$ cat src/rtl/prewish5k_pkg.sv
// Shared types for the prewish5k mask path: arbiter FSM encoding and mask width.
// Latency: n/a (declarations only).
// Backpressure: n/a.
package prewish5k_pkg;

    localparam int MASK_W = 8;

    typedef enum logic [1:0] {
        ST_IDLE   = 2'b00,
        ST_LATCH  = 2'b01,
        ST_STROBE = 2'b11,
        ST_HOLD   = 2'b10
    } arb_state_t;

    // Next index in a ring of n entries; explicit compare so n need not be a power of two.
    function automatic int wrap_inc(input int idx, input int n);
        return (idx + 1 >= n) ? 0 : idx + 1;
    endfunction

endpackage

$ cat src/rtl/prewish5k_rr_pick.sv
// Rotating-priority picker: first set request scanning last+1, last+2, ... with wrap.
// Latency: combinational.
// Backpressure: none; the caller decides when to consume the pick.
module prewish5k_rr_pick
    import prewish5k_pkg::*;
#(
    parameter int NREQ = 4,
    parameter int PW   = $clog2(NREQ)
) (
    input  logic [NREQ-1:0] req,
    input  logic [PW-1:0]   last,
    output logic            vld,
    output logic [PW-1:0]   win
);

    always_comb begin
        int idx;
        vld = 1'b0;
        win = '0;
        idx = int'(last);
        for (int i = 0; i < NREQ; i++) begin
            idx = wrap_inc(idx, NREQ);
            if (!vld && req[idx]) begin
                vld = 1'b1;
                win = PW'(idx);
            end
        end
    end

endmodule

$ cat src/rtl/prewish5k_mask_arbiter.sv
// Round-robin share of the mentor mask-load port; one strobe per grant, then HOLDOFF idle cycles.
// Latency: REQ seen in IDLE at T -> STB_O/ACK_O at T+2; strobes at least HOLDOFF+3 apart.
// Backpressure: requests are levels held until ACK_O; only sampled in IDLE.
module prewish5k_mask_arbiter
    import prewish5k_pkg::*;
#(
    parameter int NREQ       = 4,
    parameter int DW         = MASK_W,
    parameter int HOLDOFF    = 1024,
    parameter int ALIVE_BITS = 22
) (
    input  logic               CLK_I,
    input  logic               RST_N,
    input  logic [NREQ-1:0]    REQ_I,
    input  logic [NREQ*DW-1:0] DAT_I,
    output logic [NREQ-1:0]    ACK_O,
    output logic               STB_O,
    output logic [DW-1:0]      DAT_O,
    output logic [NREQ-1:0]    GNT_O,
    output logic               BUSY_O,
    output logic               o_alive
);

    localparam int PW = $clog2(NREQ);
    localparam int CW = $clog2(HOLDOFF + 1);

    arb_state_t            state;
    logic [PW-1:0]         last_q;
    logic [PW-1:0]         win_q;
    logic [CW-1:0]         hold_ct;
    logic [ALIVE_BITS-1:0] alive_ct;

    logic                  pick_vld;
    logic [PW-1:0]         pick_win;
    logic [NREQ-1:0]       win_oh;

    prewish5k_rr_pick #(
        .NREQ (NREQ),
        .PW   (PW)
    ) u_pick (
        .req  (REQ_I),
        .last (last_q),
        .vld  (pick_vld),
        .win  (pick_win)
    );

    always_comb begin
        win_oh = '0;
        win_oh[win_q] = 1'b1;
    end

    always_ff @(posedge CLK_I or negedge RST_N) begin
        if (!RST_N) begin
            alive_ct <= '0;
        end else begin
            alive_ct <= alive_ct + 1'b1;
        end
    end

    assign o_alive = alive_ct[ALIVE_BITS-1];

    // last_q resets to NREQ-1 so requester 0 wins the first scan.
    always_ff @(posedge CLK_I or negedge RST_N) begin
        if (!RST_N) begin
            state   <= ST_IDLE;
            last_q  <= PW'(NREQ - 1);
            win_q   <= '0;
            hold_ct <= '0;
            STB_O   <= 1'b0;
            ACK_O   <= '0;
            DAT_O   <= '0;
            GNT_O   <= '0;
            BUSY_O  <= 1'b0;
        end else begin
            case (state)
                ST_IDLE: begin
                    if (pick_vld) begin
                        win_q  <= pick_win;
                        BUSY_O <= 1'b1;
                        state  <= ST_LATCH;
                    end
                end
                ST_LATCH: begin
                    DAT_O  <= DAT_I[win_q*DW +: DW];
                    GNT_O  <= win_oh;
                    ACK_O  <= win_oh;
                    STB_O  <= 1'b1;
                    last_q <= win_q;
                    state  <= ST_STROBE;
                end
                ST_STROBE: begin
                    STB_O   <= 1'b0;
                    ACK_O   <= '0;
                    hold_ct <= CW'(HOLDOFF - 1);
                    state   <= ST_HOLD;
                end
                ST_HOLD: begin
                    if (hold_ct == '0) begin
                        BUSY_O <= 1'b0;
                        state  <= ST_IDLE;
                    end else begin
                        hold_ct <= hold_ct - 1'b1;
                    end
                end
                default: begin
                    state <= ST_IDLE;
                end
            endcase
        end
    end

endmodule
$ cat config.mk
export PLATFORM = sky130hd
export DESIGN_NAME = prewish5k_mask_arbiter
export DESIGN_NICKNAME = d
export VERILOG_FILES = /design/src/rtl/prewish5k_pkg.sv /design/src/rtl/prewish5k_rr_pick.sv /design/src/rtl/prewish5k_mask_arbiter.sv
export SDC_FILE = /design/constraint.sdc
export NUM_CORES = 1
export LEC_CHECK = 0
export BUFFER_PORTS_ARGS = -buffer_cell sky130_fd_sc_hd__buf_2
export CORE_MARGIN = 2
export CORE_UTILIZATION = 40
export CTS_BUF_LIST = sky130_fd_sc_hd__clkbuf_8
export DETAILED_ROUTE_END_ITERATION = 7
export HOLD_SLACK_MARGIN = 0.08
export RECOVER_POWER = 25
export SETUP_SLACK_MARGIN = 0.02
export SLEW_MARGIN = 5
export SYNTH_ARGS = -nofsm -noshare
export SYNTH_HDL_FRONTEND = slang
export SYNTH_SLANG_ARGS = --single-unit
$ cat constraint.sdc
create_clock -name CLK_I -period 6.8 [get_ports CLK_I]
set_input_delay 1.02 -clock CLK_I [delete_from_list [all_inputs] [get_ports CLK_I]]
set_output_delay 1.02 -clock CLK_I [all_outputs]
set_load 0.01 [all_outputs]
==> results.sh, run 1 <==
export IMPL_status="finished, violations left"
export IMPL_violations="capacitance limit, slew limit"
export IMPL_cpMaxStageDelayCell="clkbuf_1"
export IMPL_arrival_ns=3.23
export IMPL_setup_tns_ns=0
export IMPL_ys_async_sr_fraction=1.00
export IMPL_avgSynthCellArea_um2=10.4
export IMPL_crit_family="buffers and inverters"
export IMPL_antenna_found_initial=0
export IMPL_worstPathRequired_ns=6.56
export IMPL_numCtsBuffers=9
export IMPL_grt_max_degree=58
export IMPL_relSlewSlack=-0.993
export IMPL_p_per_area_mw_per_mm2=247
export IMPL_critical_path_max_fanout=57
export IMPL_fin_crit_ns=3.47
export IMPL_ff2ff_path_depth=7
export IMPL_hold_viol_final=0
export IMPL_grt_first_pass_wirelength_mm=10.5
export IMPL_dp_hpwl_mm=4.38
export IMPL_period_share=0.510
export IMPL_num_rows=31
export IMPL_wl_per_cell_um=13.5
export IMPL_cts_max_path_buffers=2
export IMPL_cp_cell_sequence="buf_2, clkbuf_1"
export IMPL_mappedNetlistNets=340
export IMPL_die_x_um=91.1
export IMPL_hp_start="alive_ct[21]"
export IMPL_globalRouteOverflowTotal=0
export IMPL_slew_violations=58
export IMPL_drv_cap=1
export IMPL_viasPerCell=4.99
export IMPL_max_freq_ghz=0.288
export IMPL_reg2reg_from="last_q[0]"
export IMPL_coreArea_mm2=0.00729
export IMPL_cts_sinks=57
export IMPL_worst_pin_slew_ns=2.99
export IMPL_area_growth_syn_to_layout_pct=18.6
export IMPL_drc_errors=0
export IMPL_cts_tree="yes"
export IMPL_insertion_delay_ns=0.32
export IMPL_clock_skew_ns=0.00850
export IMPL_synth_seq_cells=57
export IMPL_grt_pass1_vias=2243
export IMPL_synth_top_area_frac=0.454
export IMPL_startpoint_type="input pin"
export IMPL_min_path_cells=1
export IMPL_port_buffers=56
export IMPL_final_cell_area_mm2=0.00360
export IMPL_yosys_area_top_type="dfrtp_1"
export IMPL_nNetsFinal=395
export IMPL_rsz0062_at_grt="false"
export IMPL_layout_setup_ws_ns=3.33
export IMPL_synth_area_leaders="dfrtp_1 (45%), mux4_2 (8.2%), nand2_1 (5.8%)"
export IMPL_drt_initial_drc_count=86
export IMPL_root_buffer="clkbuf_8"
export IMPL_yosysSeqAreaShare=0.471
export IMPL_cp_end_kind="asynchronous set/reset pin"
export IMPL_syn_area_mm2=0.00303
export IMPL_crit_path_start="RST_N"
export IMPL_start_util=0.416
export IMPL_hold_buffers=0
export IMPL_drtPass1Iterations=4
export IMPL_ios=57
export IMPL_leakage_nw=1.64
export IMPL_postRouteWirelength_mm=6.08
export IMPL_path_class="in -> async"
export IMPL_fillerInstances=730
export IMPL_placed_area_mm2=0.00339
export IMPL_cts_clk_slew_worst_paths_ns=0.06
export IMPL_dieArea_mm2=0.00829
export IMPL_yosys_warnings=0
export IMPL_final_setup_viol_count=0
export IMPL_vias=2247
export IMPL_max_vdd_ir_drop_mv=0.0995
export IMPL_htree_num_levels=3
export IMPL_ys_types=49
export IMPL_hold_path_class="reg -> reg"
export IMPL_ctsResizeCount=0
export IMPL_cpPeakStageDelay_ns=2.10
export IMPL_place_congestion=0.874
export IMPL_cp_depth=2
export IMPL_diodes=0
export IMPL_gr_usage_all_layers=0.156
export IMPL_total_power_uw=890
export IMPL_synthFlopType="dfrtp_1"
export IMPL_antenna_left=0
export IMPL_path_buf_inv=2
export IMPL_post_cts_buffers=0
export IMPL_synth_edf_count=0
export IMPL_drive_above_1_share=0.271
export IMPL_die_y_um=91.1
export IMPL_place_ws_ns=3.89
export IMPL_netlist_instances=292
## metrics by stage
| stage | hold WS [ns] | std cells | utilization |
|---|---|---|---|
| final | 0.466 | 450 | 0.493 |
| after global routing | 0.496 | 450 | 0.493 |
| after CTS | 0.472 | 450 | 0.494 |
| after detailed placement | 0.456 | 435 | 0.465 |
| after global placement | 0.453 | 435 | 0.465 |
| after floorplan | 0.442 | 292 | - |
## cell families after synthesis
family | count (synthesis) | synth area share
AOI/OAI and AO/OA | 36 | 0.0891
and+or+nand+nor | 118 | 0.188
xor gates and xnor gates | 26 | 0.0751
DFF | 57 | 0.471
adders and majority gates | 10 | 0.0413
buffers and inverters | 30 | 0.0396
muxes | 15 | 0.0961
## cell usage in the layout, fill, tap and decap left out, drive strengths merged, types with 2 or more instances in the layout
master,netlist,routed
buf,2,56
ha,10,10
nor3,8,8
clkbuf,11,14
dfrtp,55,55
o41ai,2,2
or3,6,6
a21o,2,2
a32oi,2,2
mux2,3,3
nand2b,3,3
nor2b,3,3
nand4,4,4
nor4,5,5
a21oi,2,2
xnor2,20,20
dfstp,2,2
nor2,19,19
nand2,47,47
or4,3,3
inv,17,17
mux4,11,11
nand3,15,15
o21bai,2,2
a31oi,2,2
xor2,6,6
o21ai,12,12
o31ai,2,2
## path summary, 6_finish.rpt
path	endpoint	slack (ns)
min in group asynchronous	alive_ct[21]	1.77
max in group CLK_I	win_q[1]	3.89
min reg2reg	alive_ct[21]	0.47
min	alive_ct[21]	0.47
max	ACK_O[2]	3.33
max reg2reg	win_q[1]	3.89
## sequential cells by signal (all words and copies together), names as in the netlist
signal    cells
ACK_O         4
BUSY_O        1
DAT_O         8
GNT_O         4
STB_O         1
alive_ct     22
hold_ct      11
last_q        2
state         2
win_q         2
## cells in the mapped netlist (4+ instances only)
master and count:
nand2_1 47, o21ai_0 11, xor2_1 6, nand3_1 15, mux4_2 11, nor3_1 8, nor4_1 5, ha_1 10
xnor2_1 20, clkbuf_1 11, dfrtp_1 55, nand4_1 4, nor2_1 19, or3_2 4, inv_1 17
## power by group
| part | switching, mW | internal, mW |
|---|---|---|
| clock network | 0.125 | 0.207 |
| registers | 0.0382 | 0.373 |
| logic | 0.0690 | 0.0784 |
## cell type report
class | instances | area, µm² | area share
Clock buffer | 13 | 179 | 0.0497
Clock inverter | 2 | 35.0 | 0.00974
Inverter | 17 | 63.8 | 0.0177
Multi-Input combinational cell | 205 | 1480 | 0.412
Sequential cell | 57 | 1430 | 0.397
Tap cell | 99 | 124 | 0.0344
Timing Repair Buffer | 57 | 284 | 0.0789
## metal layers
metal / GRT usage / share of wire / vias up
met4: 0.0644 / 0.012 / 0
met5: 0 / 0 / -
met1: 0.217 / 0.48 / 1081
li1: - / - / 1132
met3: 0.0324 / 0.022 / 6
met2: 0.237 / 0.48 / 28
Note: power is estimated with default switching activity, not from simulation.
==> inputs of run 2 (changes only) <==
Settings changed: ABC_AREA set to 1.
Clock period 6.8 ns to 2.8 ns, I/O delays scaled along.
==> run 2 against run 1 <==
  * The flow still finishes with violations (capacitance limit, slew limit)
  * Highest routed layer unchanged
  * Critical endpoint is now win_q[0]
  * Critical path depth grew 9
  * Clock-buffer cell count shrank 4
  * Utilization shrank 0.91 points
  * Largest cell class unchanged
  * Global-route usage grew 2.2 points
==> results.sh, run 2 <==
export IMPL_max_vdd_ir_drop_mv=0.311
export IMPL_clock_skew_ns=0.00767
export IMPL_final_cell_mix="nand2_1 (120), dfrtp_1 (55), buf_2 (55), inv_1 (46), nor2_1 (40)"
export IMPL_crit_family="simple AND/OR/NAND/NOR gates"
export IMPL_placed_area_mm2=0.00355
export IMPL_fillerInstances=813
export IMPL_antenna_left=0
export IMPL_hold_buffers=0
export IMPL_coreArea_mm2=0.00769
export IMPL_cts_clk_slew_worst_paths_ns=0.07
export IMPL_synthAdderAreaFrac=0.0398
export IMPL_port_buffers=56
export IMPL_syn_area_mm2=0.00315
export IMPL_synth_seq_cells=57
export IMPL_slew_violations=32
export IMPL_gr_usage_all_layers=0.178
export IMPL_path_buf_inv=3
export IMPL_ys_async_sr_fraction=1.00
export IMPL_start_util=0.409
export IMPL_antenna_found_initial=0
export IMPL_reg_top3="alive_ct: 22 flops, hold_ct: 11 flops, DAT_O: 8 flops"
export IMPL_postRouteWirelength_mm=6.77
export IMPL_hold_path_class="in -> reg"
export IMPL_cpPeakStageDelay_ns=0.62
export IMPL_globalRouteOverflowTotal=0
export IMPL_cts_max_path_buffers=2
export IMPL_fin_crit_ns=2.10
export IMPL_post_cts_buffers=0
export IMPL_arrival_ns=2.33
export IMPL_synth_commonest_cells="nand2_1 (120), dfrtp_1 (55), inv_1 (46)"
export IMPL_critical_path_max_fanout=10
export IMPL_relSlewSlack=-0.120
export IMPL_cts_sinks=57
export IMPL_synth_top_family_by_area="simple AND/OR/NAND/NOR gates"
export IMPL_holdWs_ns=0.365
export IMPL_synth_area_leaders="dfrtp_1 (44%), nand2_1 (14%), inv_1 (5.5%)"
export IMPL_total_power_mw=1.60
export IMPL_drive_above_1_share=0.200
export IMPL_diodes=0
export IMPL_viasPerCell=4.78
export IMPL_synth_xor_area_share=0.0640
export IMPL_final_common_cell="nand2_1"
export IMPL_leakage_nw=1.91
export IMPL_mappedNetlistNets=443
export IMPL_place_ws_ns=0.726
export IMPL_setup_tns_ns=0
export IMPL_hp_start="DAT_I[24]"
export IMPL_yosys_warnings=0
export IMPL_rr_endpoint="win_q[0]"
export IMPL_dieArea_mm2=0.00859
export IMPL_grt_max_degree=32
export IMPL_num_rows=32
export IMPL_dp_hpwl_mm=5.05
export IMPL_cts_tree="yes"
export IMPL_wl_per_cell_um=11.9
export IMPL_reg2reg_setup_slack_ns=0.70
export IMPL_multi_input_area_mm2=0.00150
export IMPL_htree_num_levels=3
export IMPL_drt_initial_drc_count=120
export IMPL_synthSimpleGateAreaFrac=0.306
export IMPL_startpoint_type="flip-flop"
export IMPL_hold_path_end="DAT_O[0]"
export IMPL_cp_end_kind="flip-flop"
export IMPL_grt_first_pass_wirelength_mm=12.1
export IMPL_drtPass1Iterations=4
export IMPL_final_setup_viol_count=0
export IMPL_netlist_instances=395
export IMPL_cp_cell_sequence="inv_2, ha_1, inv_1, nand3_1, nand2_1, nor2_2, nand3b_1, nand2_2, inv_1, nand2_1, nand2_1"
export IMPL_die_y_um=92.7
export IMPL_numCtsBuffers=9
export IMPL_cpMaxStageDelayCell="dfstp_2"
export IMPL_rsz0062_at_grt="false"
export IMPL_muxShareOfSynthArea=0
export IMPL_top_register="alive_ct"
export IMPL_die_x_um=92.7
export IMPL_drc_errors=0
export IMPL_drv_cap=1
export IMPL_layout_cells_non_filler=567
export IMPL_synth_top_area_frac=0.438
export IMPL_synth_edf_count=0
export IMPL_max_freq_ghz=0.477
export IMPL_p_per_area_mw_per_mm2=430
export IMPL_place_congestion=0.844
export IMPL_ys_types=32
export IMPL_worst_pin_slew_ns=1.68
export IMPL_yosysMostFrequentCell="nand2_1"
export IMPL_period_share=0.749
export IMPL_nNetsFinal=508
export IMPL_largest_reg_flops=22
export IMPL_crit_top_cell="nand2_1"
export IMPL_avgSynthCellArea_um2=7.96
export IMPL_hold_viol_final=0
export IMPL_yosysSeqAreaShare=0.454
export IMPL_reg2reg_from="last_q[0]"
export IMPL_seqCellArea_mm2=0.00143
export IMPL_synth_compound_area_frac=0.0668
export IMPL_violations="capacitance limit, slew limit"
export IMPL_yosys_area_top_type="dfrtp_1"
export IMPL_grt_pass1_vias=2756
export IMPL_min_path_cells=3
export IMPL_crit_path_start="last_q[0]"
export IMPL_layout_setup_ws_ns=0.704
export IMPL_final_core_util=0.484
export IMPL_ios=57
export IMPL_area_growth_syn_to_layout_pct=18.4
export IMPL_root_buffer="clkbuf_8"
export IMPL_synthFlopType="dfrtp_1"
export IMPL_vias=2709
export IMPL_worstPathRequired_ns=3.03
export IMPL_ctsResizeCount=0
export IMPL_insertion_delay_ns=0.34
export IMPL_path_class="reg -> reg"
export IMPL_ff2ff_path_depth=11
export IMPL_dpl_cell_count=551
export IMPL_status="finished, violations left"
export IMPL_final_cell_area_mm2=0.00372
run 2: kinds of logic (layout without fill, tap and decap cells):
logic type | after synthesis | count (layout)
buffers and inverters | 56 | 126
AND/OR/NAND/NOR | 215 | 215
flip-flops | 57 | 57
AO/OA/AOI/OAI | 34 | 34
XOR/XNOR | 23 | 23
adder cells (fa/ha/maj) | 10 | 10
run 2: worst max path at each step:
| stage | end | depth (start not counted) |
|---|---|---|
| final | win_q[0] | 11 |
| after global routing | alive_ct[9] | 2 |
| after CTS | win_q[0] | 11 |
| after detailed placement | win_q[0] | 11 |
| after global placement | win_q[1] | 11 |
| after floorplan | win_q[0] | 11 |
run 2: area by class of cell:
cell class,instances,area share
sequential,57,0.384
clock inverter,7,0.0148
inverter,51,0.0514
clock buffer,9,0.0333
tap,102,0.0343
timing repair buffer,59,0.0800
multi-input combinational,282,0.403
run 2: worst reg2reg max path, cell delays in order, from the launching register on:
cell      delay, ns
dfstp_2        0.62
inv_2          0.12
ha_1           0.33
inv_1          0.08
nand3_1        0.15
nand2_1        0.09
nor2_2         0.19
nand3b_1       0.14
nand2_2        0.12
inv_1          0.06
nand2_1        0.06
nand2_1        0.05
run 2: report_power, final:
part           switching (mW)  leakage (nW)  internal [mW]
registers             0.00293         0.718          0.829
clock network           0.366        0.0858          0.326
logic                  0.0435          1.11         0.0352
total                   0.412          1.91           1.19
run 2: per-layer routing:
layer,track usage,wire [µm],part of all wire,vias up
met5,0,0,0,-
met4,0.0404,53,0.0078,0
met3,0.0586,375,0.055,7
met2,0.296,3100,0.46,63
met1,0.227,3240,0.48,1242
li1,-,-,-,1397
==> inputs of run 3 (changes only) <==
Clock period 2.8 ns to 1.8 ns, I/O delays scaled along.
==> run 3 against run 2 <==
  * The run now ends clean
  * Largest cell class unchanged
  * Die area unchanged
  * Critical path depth unchanged
  * Fmax is 20% higher
  * Clock power is 78% higher
  * Non-clock buffer count grew 11
  * Worst hold slack worse by 0.14 ns
  * Utilization is 2.8 points higher
  * Cell count is 1.9% higher
==> results.sh, run 3 (synthesis results as in run 2) <==
export IMPL_startpoint_type="flip-flop"
export IMPL_drt_initial_drc_count=97
export IMPL_clock_skew_ns=0.0120
export IMPL_hold_path_class="in -> reg"
export IMPL_fin_crit_ns=1.74
export IMPL_vias=2774
export IMPL_drive_above_1_share=0.237
export IMPL_globalRouteOverflowTotal=0
export IMPL_insertion_delay_ns=0.34
export IMPL_die_y_um=92.7
export IMPL_max_vdd_ir_drop_mv=0.558
export IMPL_dp_hpwl_mm=5.16
export IMPL_drc_errors=0
export IMPL_numCtsBuffers=9
export IMPL_largest_reg_flops=22
export IMPL_antenna_found_initial=0
export IMPL_place_congestion=0.908
export IMPL_layout_cells_non_filler=578
export IMPL_top_register="alive_ct"
export IMPL_drtPass1Iterations=4
export IMPL_fillerInstances=760
export IMPL_leakage_nw=2.01
export IMPL_nNetsFinal=519
export IMPL_cts_sinks=57
export IMPL_die_x_um=92.7
export IMPL_diodes=0
export IMPL_cts_tree="yes"
export IMPL_holdWs_ns=0.224
export IMPL_final_common_cell="nand2_1"
export IMPL_grt_max_degree=28
export IMPL_dpl_cell_count=558
export IMPL_hold_viol_final=0
export IMPL_final_core_util=0.513
export IMPL_critical_path_max_fanout=7
export IMPL_max_freq_ghz=0.575
export IMPL_rsz0062_at_grt="true"
export IMPL_root_buffer="clkbuf_8"
export IMPL_final_setup_viol_count=0
export IMPL_relSlewSlack=0.310
export IMPL_total_power_mw=2.67
export IMPL_p_per_area_mw_per_mm2=677
export IMPL_ios=57
export IMPL_coreArea_mm2=0.00769
export IMPL_arrival_ns=1.97
export IMPL_cp_end_kind="flip-flop"
export IMPL_drv_cap=0
export IMPL_num_rows=32
export IMPL_gr_usage_all_layers=0.177
export IMPL_worstPathRequired_ns=2.03
export IMPL_htree_num_levels=3
export IMPL_final_cell_mix="nand2_1 (118), dfrtp_1 (55), buf_2 (55), inv_1 (45), nor2_1 (39)"
export IMPL_dieArea_mm2=0.00859
export IMPL_status="finished clean"
export IMPL_port_buffers=56
export IMPL_grt_first_pass_wirelength_mm=12.0
export IMPL_start_util=0.409
export IMPL_area_growth_syn_to_layout_pct=25.3
export IMPL_slew_violations=0
export IMPL_reg_top3="alive_ct: 22 flops, hold_ct: 11 flops, DAT_O: 8 flops"
export IMPL_grt_pass1_vias=2694
export IMPL_wl_per_cell_um=12.0
export IMPL_period_share=0.967
export IMPL_viasPerCell=4.80
export IMPL_cts_max_path_buffers=2
export IMPL_antenna_left=0
export IMPL_cts_clk_slew_worst_paths_ns=0.07
export IMPL_postRouteWirelength_mm=6.92
export IMPL_path_class="reg -> reg"
export IMPL_worst_pin_slew_ns=1.04
==> run 3: changes by cell type in the layout (fill, tap and decap cells not counted), sizes merged <==
cell,change
buf,+9
bufinv,+1
clkbuf,+4
clkinv,-2
clkinvlp,-2
dlygate4sd3,+1
==> run 3: final cells by class <==
cell class / count / area (µm²) / share of cell area
Sequential cell: 57 / 1430 / 0.362
Clock inverter: 4 / 42.5 / 0.0108
Timing Repair Buffer: 70 / 397 / 0.101
Inverter: 51 / 199 / 0.0505
Tap cell: 102 / 128 / 0.0324
Clock buffer: 12 / 165 / 0.0419
Multi-Input combinational cell: 282 / 1580 / 0.401
==> run 3: worst paths after layout <==
path	from	endpoint	slack, ns	cells past startpoint
setup / recovery	last_q[0]	win_q[1]	0.06	11
hold / removal	DAT_I[24]	DAT_O[0]	0.22	3
setup reg to reg	last_q[0]	win_q[1]	0.06	11
min in group asynchronous	RST_N	ACK_O[0]	0.63	2
hold reg to reg	alive_ct[21]	alive_ct[21]	0.47	1
max in group asynchronous	RST_N	last_q[0]	0.31	3
==> run 3: routing by layer <==
metal	part of all wire	GRT usage
met3	0.055	0.0578
met5	0	0
met4	0.016	0.0588
met1	0.49	0.240
met2	0.44	0.269
==> run 3: critical path, cell delays in order, from the launching register on <==
cell,delay [ns]
dfstp_2,0.57
clkinv_4,0.10
ha_4,0.31
inv_4,0.05
nand3_4,0.07
nand2_4,0.05
nor2_4,0.10
nand3b_1,0.12
nand2_2,0.12
inv_2,0.04
nand2_1,0.05
nand2_1,0.04
==> run 3: per-stage QoR <==
stage,setup TNS [ns],setup slack [ns],area (µm²)
2_1_floorplan,0,0.0456,3170
3_3_place_gp,0,0.0882,3630
3_5_place_dp,0,0.0215,3630
4_1_cts,0,0.0205,3850
5_1_grt,-0.0733,-0.0386,3940
6_report,0,0.0595,3940
==> run 3: where the power goes <==
group          switching [mW]  internal (mW)  leakage (nW)
combinational          0.0725         0.0664          1.18
sequential            0.00473           1.29         0.718
clock                   0.493          0.740         0.115
==> run 3: repair_timing <==
action,CTS,global route
resized for setup,0,22
hold buffers,1,0
buffers inserted,0,3
endpoints found under the setup margin,2,4
endpoints found under the hold margin,16,0
pin swaps,1,9
